==> config.mk <==
export PLATFORM = sky130hd
export DESIGN_NAME = led_sequencer
export DESIGN_NICKNAME = d
export VERILOG_FILES = /design/src/rtl/led_sequencer.sv
export SDC_FILE = /design/constraint.sdc
export NUM_CORES = 1
export LEC_CHECK = 0
export CAP_MARGIN = 20
export CORE_MARGIN = 10
export CORE_UTILIZATION = 30
export DETAILED_ROUTE_END_ITERATION = 10
export SLEW_MARGIN = 20
export SYNTH_ARGS = -nofsm -noshare
export SYNTH_HDL_FRONTEND = slang
export SYNTH_SLANG_ARGS = --single-unit
==> constraint.sdc <==
create_clock -name clk -period 2.3 [get_ports clk]
set_input_delay 0.345 -clock clk [delete_from_list [all_inputs] [get_ports clk]]
set_output_delay 0.345 -clock clk [all_outputs]
set_load 0.01 [all_outputs]
==> src/rtl/led_sequencer.sv <==
// Four-LED pattern engine: OFF/STATIC/BLINK/CHASE driven by a prescaled tick, with PWM dimming.
// Optional build macro LED_ACTIVE_LOW_EN inverts the leds output for active-low boards.
module led_sequencer #(
  parameter int unsigned TICK_DIV   = 100000,
  parameter int unsigned STEP_TICKS = 250,
  parameter int unsigned PWM_BITS   = 4
) (
  input  logic                clk,
  input  logic                rst,
  input  logic                cmd_valid,
  output logic                cmd_ready,
  input  logic [1:0]          cmd_mode,
  input  logic [3:0]          cmd_pattern,
  input  logic [PWM_BITS-1:0] cmd_bright,
  output logic [3:0]          leds,
  output logic                step,
  output logic [1:0]          mode_o
);

  localparam int unsigned PW = $clog2(TICK_DIV);
  localparam int unsigned SW = (STEP_TICKS > 1) ? $clog2(STEP_TICKS) : 1;

`ifdef LED_ACTIVE_LOW_EN
  localparam logic [3:0] LedsRst = 4'b1111;
`else
  localparam logic [3:0] LedsRst = 4'b0000;
`endif

  typedef enum logic [2:0] {StOff, StLoad, StStatic, StBlink, StChase} state_e;

  state_e              state_q, state_d;
  logic [PW-1:0]       presc_q, presc_d;
  logic [SW-1:0]       stp_cnt_q, stp_cnt_d;
  logic [PWM_BITS-1:0] pwm_cnt_q, pwm_cnt_d;
  logic                phase_q, phase_d;
  logic [3:0]          chase_q, chase_d;
  logic [1:0]          mode_q, mode_d;
  logic [3:0]          pattern_q, pattern_d;
  logic [PWM_BITS-1:0] bright_q, bright_d;
  logic [3:0]          leds_q, leds_d;
  logic                step_q, step_d;
  logic [1:0]          mode_o_q, mode_o_d;

  logic       accept, tick, wrap, pwm_on;
  logic [3:0] raw, lit;

  always_ff @(posedge clk) begin
    if (rst) begin
      state_q   <= StOff;
      presc_q   <= '0;
      stp_cnt_q <= '0;
      pwm_cnt_q <= '0;
      phase_q   <= 1'b0;
      chase_q   <= 4'b0000;
      mode_q    <= 2'd0;
      pattern_q <= 4'b0000;
      bright_q  <= '0;
      leds_q    <= LedsRst;
      step_q    <= 1'b0;
      mode_o_q  <= 2'd0;
    end else begin
      state_q   <= state_d;
      presc_q   <= presc_d;
      stp_cnt_q <= stp_cnt_d;
      pwm_cnt_q <= pwm_cnt_d;
      phase_q   <= phase_d;
      chase_q   <= chase_d;
      mode_q    <= mode_d;
      pattern_q <= pattern_d;
      bright_q  <= bright_d;
      leds_q    <= leds_d;
      step_q    <= step_d;
      mode_o_q  <= mode_o_d;
    end
  end

  always_comb begin
    state_d   = state_q;
    presc_d   = presc_q;
    stp_cnt_d = stp_cnt_q;
    pwm_cnt_d = pwm_cnt_q;
    phase_d   = phase_q;
    chase_d   = chase_q;
    mode_d    = mode_q;
    pattern_d = pattern_q;
    bright_d  = bright_q;
    leds_d    = leds_q;
    step_d    = 1'b0;
    mode_o_d  = mode_o_q;
    raw       = 4'b0000;

    cmd_ready = (state_q != StLoad);
    accept    = cmd_valid && cmd_ready;
    tick      = (presc_q == PW'(TICK_DIV - 1));
    wrap      = tick && (stp_cnt_q == SW'(STEP_TICKS - 1));
    pwm_on    = (&bright_q) || (pwm_cnt_q < bright_q);

    unique case (state_q)
      StStatic: raw = pattern_q;
      StBlink:  raw = phase_q ? pattern_q : 4'b0000;
      StChase:  raw = chase_q;
      default:  raw = 4'b0000;
    endcase
    lit = raw & {4{pwm_on}};

    if (state_q == StLoad) begin
      presc_d   = '0;
      stp_cnt_d = '0;
      pwm_cnt_d = '0;
      phase_d   = 1'b1;
      chase_d   = pattern_q;
      mode_o_d  = mode_q;
      unique case (mode_q)
        2'd1:    state_d = StStatic;
        2'd2:    state_d = StBlink;
        2'd3:    state_d = StChase;
        default: state_d = StOff;
      endcase
    end else begin
      presc_d   = tick ? '0 : presc_q + PW'(1);
      pwm_cnt_d = pwm_cnt_q + PWM_BITS'(1);
      if (tick) begin
        stp_cnt_d = wrap ? '0 : stp_cnt_q + SW'(1);
      end
      step_d = wrap && ((state_q == StBlink) || (state_q == StChase));
      if (wrap && (state_q == StBlink)) phase_d = ~phase_q;
      if (wrap && (state_q == StChase)) chase_d = {chase_q[2:0], chase_q[3]};
`ifdef LED_ACTIVE_LOW_EN
      leds_d = ~lit;
`else
      leds_d = lit;
`endif
    end

    // An accepted command overrides any step effect; LOAD reinitialises everything.
    if (accept) begin
      state_d   = StLoad;
      mode_d    = cmd_mode;
      pattern_d = cmd_pattern;
      bright_d  = cmd_bright;
    end
  end

  assign leds   = leds_q;
  assign step   = step_q;
  assign mode_o = mode_o_q;

endmodule
==> key figures, run 1 <==
Final layout
  – NumNets Final: between 300 and 400
  – Util after Layout: 0.368
  – P&R area growth vs syn: 18.6%
  – Fillers: 820
  – Antenna cell count: 0
  – Layout cells sized above 1: 0.0900

Timing
  – Final setup viols: 0
  – Fmax: between 400 and 500 MHz
  – Fin worst setup slack: approximately 0.21 ns
  – Final Max Slew Viols: 0
  – Fin crit share: 0.909
  – Hold WS: ~0.47 ns
  – Final Hold Vio Count: 0
  – Clock Skew: ~0.013 ns
  – RSZ-0062 raised after global routing: no
  – Worst-Margin Slew: about 0.63 ns
  – Crit path time final: around 2.1 ns
  – Slew HR: 0.575
  – Setup TNS: 0 ns

Clock tree
  – CTS Buf Count: 5
  – Clk buf depth: 2
  – CTS tree: built
  – Reg clk slew, reported paths: 0.09 ns
  – Number of setup buffers added after CTS: 0
  – Clock Sinks: 54
  – H-tree levels: 2
  – Root Driver: clkbuf_8
  – Clk Latency, worst-skew pair: between 0.3 and 0.4 ns

Routing
  – Total number of vias: approximately 1900
  – DRT Pass-1 Iters: 4
  – Antenna viol nets, final: 0
  – Avg WL per Cell: 12.1 um
  – DR vias/cell: around 4.7
  – Routed wire length: 4.88 mm
  – Number of remaining DRC errors: 0
  – First-iteration detailed-routing DRC count: 51

Critical path
  – CP Capture Type: output port
  – WS Path Type: flip-flop to output port
  – CP Data Required Time: between 1.5 and 2 ns
  – Worst Setup Start Kind: flip-flop
  – CP Data Arrival Time: ~1.7 ns
  – Max FO, Critical Path: 5

Global route
  – GRT busiest layer: met2
  – Overall Global Routing Usage: 0.0860
  – Largest net degree at the start of global routing: 22
  – Grt met3 use: 0.0252
  – Antenna violations before repair: 0
  – Gr ovfl total: 0
  – Vias in the first global route: about 1900
  – GR Layer Usage met1: 0.111
  – Met2 usage: 0.135
  – First-pass GRT wire length: ~8.5 mm

Die
  – Core area: 7810 um2
  – Total die area: 12100 um2
  – Starting Density: 0.310
  – Die width: between 100 and 150 um
  – Die Y: 110 um
  – Placement Rows: 32
  – # IOs: 21

Outcome
  – Status: complete, no violations

Synthesis
  – Cell taking the most area after synthesis: dfxtp_1
  – Mapped Cells: roughly 270
  – #FFs+latches synth: 54
  – Syn Nets: roughly 300
  – Sequential share of the synthesized area: 0.446
  – Top cell type's share of synthesized area: 0.446
  – Mapped cell area: ~2400 um2
  – Yosys warning total: 0
  – Synth Area per Inst: about 8.9 um2
  – Ranking of synthesized cells by area: dfxtp_1 45%, nor2_1 7.0%, ha_1 4.6%, nand2_1 4.0%, xor2_1 4.0%
  – Synth cell types: 39

Power and ir drop
  – Worst IR drop on VDD: 0.291 mV
  – Leak: 1.06 nW
  – PwrDens: a little over 600 nW/um2

Place
  – Final Wtd Congestion: 0.785
  – Pre-CTS WS: 0.229 ns
  – Hpwl dp: roughly 3.7 mm
  – I/O Buffers: 20

Flow run
  – Number of max-cap violations: 0

Hold path
  – Hold WC Path Type: flip-flop to flip-flop
[path summary, 6_finish.rpt]
path	depth (start not counted)	to	slack (ns)	startpoint
hold reg to reg	1	presc_q[0]	0.47	presc_q[0]
hold / removal	1	presc_q[0]	0.47	presc_q[0]
setup reg to reg	6	presc_q[15]	0.25	presc_q[0]
setup / recovery	4	cmd_ready	0.21	state_q[0]
[stage by stage]
step / cells / power, mW / instance area [um2]
6_report: 402 / 1.74 / 2870
5_1_grt: 402 / 1.83 / 2870
4_1_cts: 402 / 1.76 / 2870
3_5_place_dp: 394 / 1.18 / 2770
3_3_place_gp: 394 / 1.17 / 2770
2_1_floorplan: 273 / 1.11 / 2420
[flip-flops by register name, summed over array words and instances (netlist names), 2 cells and up]
signal	count
pattern_q	4
pwm_cnt_q	4
chase_q	4
state_q	3
bright_q	4
presc_q	17
mode_q	2
mode_o	2
leds	4
stp_cnt_q	8
[layer usage]
layer | routed length, um | part of all wire
met1 | 2420 | 0.50
met2 | 2230 | 0.46
met3 | 195 | 0.040
met4 | 37 | 0.0076
met5 | 0 | 0
[critical path: stages (launching register included)]
cell and delay, ns:
dfxtp_1 0.40, nor2b_2 0.23, nor2b_1 0.24, inv_1 0.09, clkdlybuf4s50_1 0.49
[synth_stat cells (all sizes together)]
master   count
nand4        5
or3          4
nand4b       2
and4         2
a2111oi      4
inv         10
a21oi       19
and3         4
nor2        45
nand3       21
nor3         9
nand2b       4
dfxtp       54
nor4b        1
o21ai        3
clkbuf       5
a22o         8
buf          2
a22oi        1
xnor2       10
ha           9
nand2       26
mux2i        1
nor4         5
and2         3
xor2        11
a211oi       3
nor2b        2
[power breakdown]
| part | leakage [nW] | internal, mW | switching [mW] |
|---|---|---|---|
| sequential | 0.439 | 0.966 | 0.0275 |
| clock | 0.0544 | 0.276 | 0.307 |
| combinational | 0.568 | 0.0710 | 0.0878 |
[layout make-up]
cell class / count / area (um2) / share of cell area
Multi-Input combinational cell: 202 / 1280 / 0.444
Sequential cell: 54 / 1080 / 0.376
Timing Repair Buffer: 26 / 245 / 0.0853
Tap cell: 102 / 128 / 0.0444
Clock buffer: 7 / 96.3 / 0.0335
Inverter: 10 / 37.5 / 0.0131
Clock inverter: 1 / 8.76 / 0.00305
[kinds of logic (layout without fill, tap and decap cells)]
logic type | after synthesis | count (layout) | share of synthesized area
AOI/OAI and AO/OA | 38 | 38 | 0.107
xor gates and xnor gates | 21 | 21 | 0.0759
adders and majority gates | 9 | 9 | 0.0465
buffers and inverters | 17 | 44 | 0.0279
DFF | 54 | 54 | 0.446
muxes | 1 | 1 | 0.00413
and+or+nand+nor | 133 | 133 | 0.293
[cell usage in the layout, fill, tap and decap left out, types with 2 or more instances in the layout]
master | Yosys | final
and2_1 | 2 | 2
o21ai_0 | 3 | 3
buf_4 | 1 | 6
and3_1 | 3 | 3
nor4_1 | 4 | 4
a21oi_1 | 18 | 18
inv_1 | 10 | 10
nand3_2 | 2 | 2
xor2_1 | 11 | 11
and4_1 | 2 | 2
nand2_1 | 26 | 26
or3_1 | 3 | 3
nand4_1 | 4 | 4
a22o_1 | 8 | 8
nor3_1 | 9 | 9
ha_1 | 9 | 9
a211oi_1 | 3 | 3
nand3_1 | 19 | 19
nand2b_1 | 3 | 3
a2111oi_1 | 3 | 3
xnor2_1 | 10 | 10
dfxtp_1 | 54 | 54
clkdlybuf4s50_1 | 0 | 20
nor2_1 | 45 | 45
clkbuf_8 | 0 | 7
[timing repair]
item | in CTS | in global routing
resized for setup | 0 | 1
setup endpoints to repair | 0 | 1
hold buffers | 0 | 0
(Power assumes the default switching activity.)
==> inputs of run 2 (changes only) <==
--- a/config.mk
+++ b/config.mk
@@ -8,6 +8,7 @@
 export CAP_MARGIN = 20
 export CORE_MARGIN = 10
 export CORE_UTILIZATION = 30
+export CTS_CLUSTER_SIZE = 28
 export DETAILED_ROUTE_END_ITERATION = 10
 export SLEW_MARGIN = 20
 export SYNTH_ARGS = -nofsm -noshare
==> results of run 2 <==
No change in the layout: final DEF, timing and power equal those of run 1.
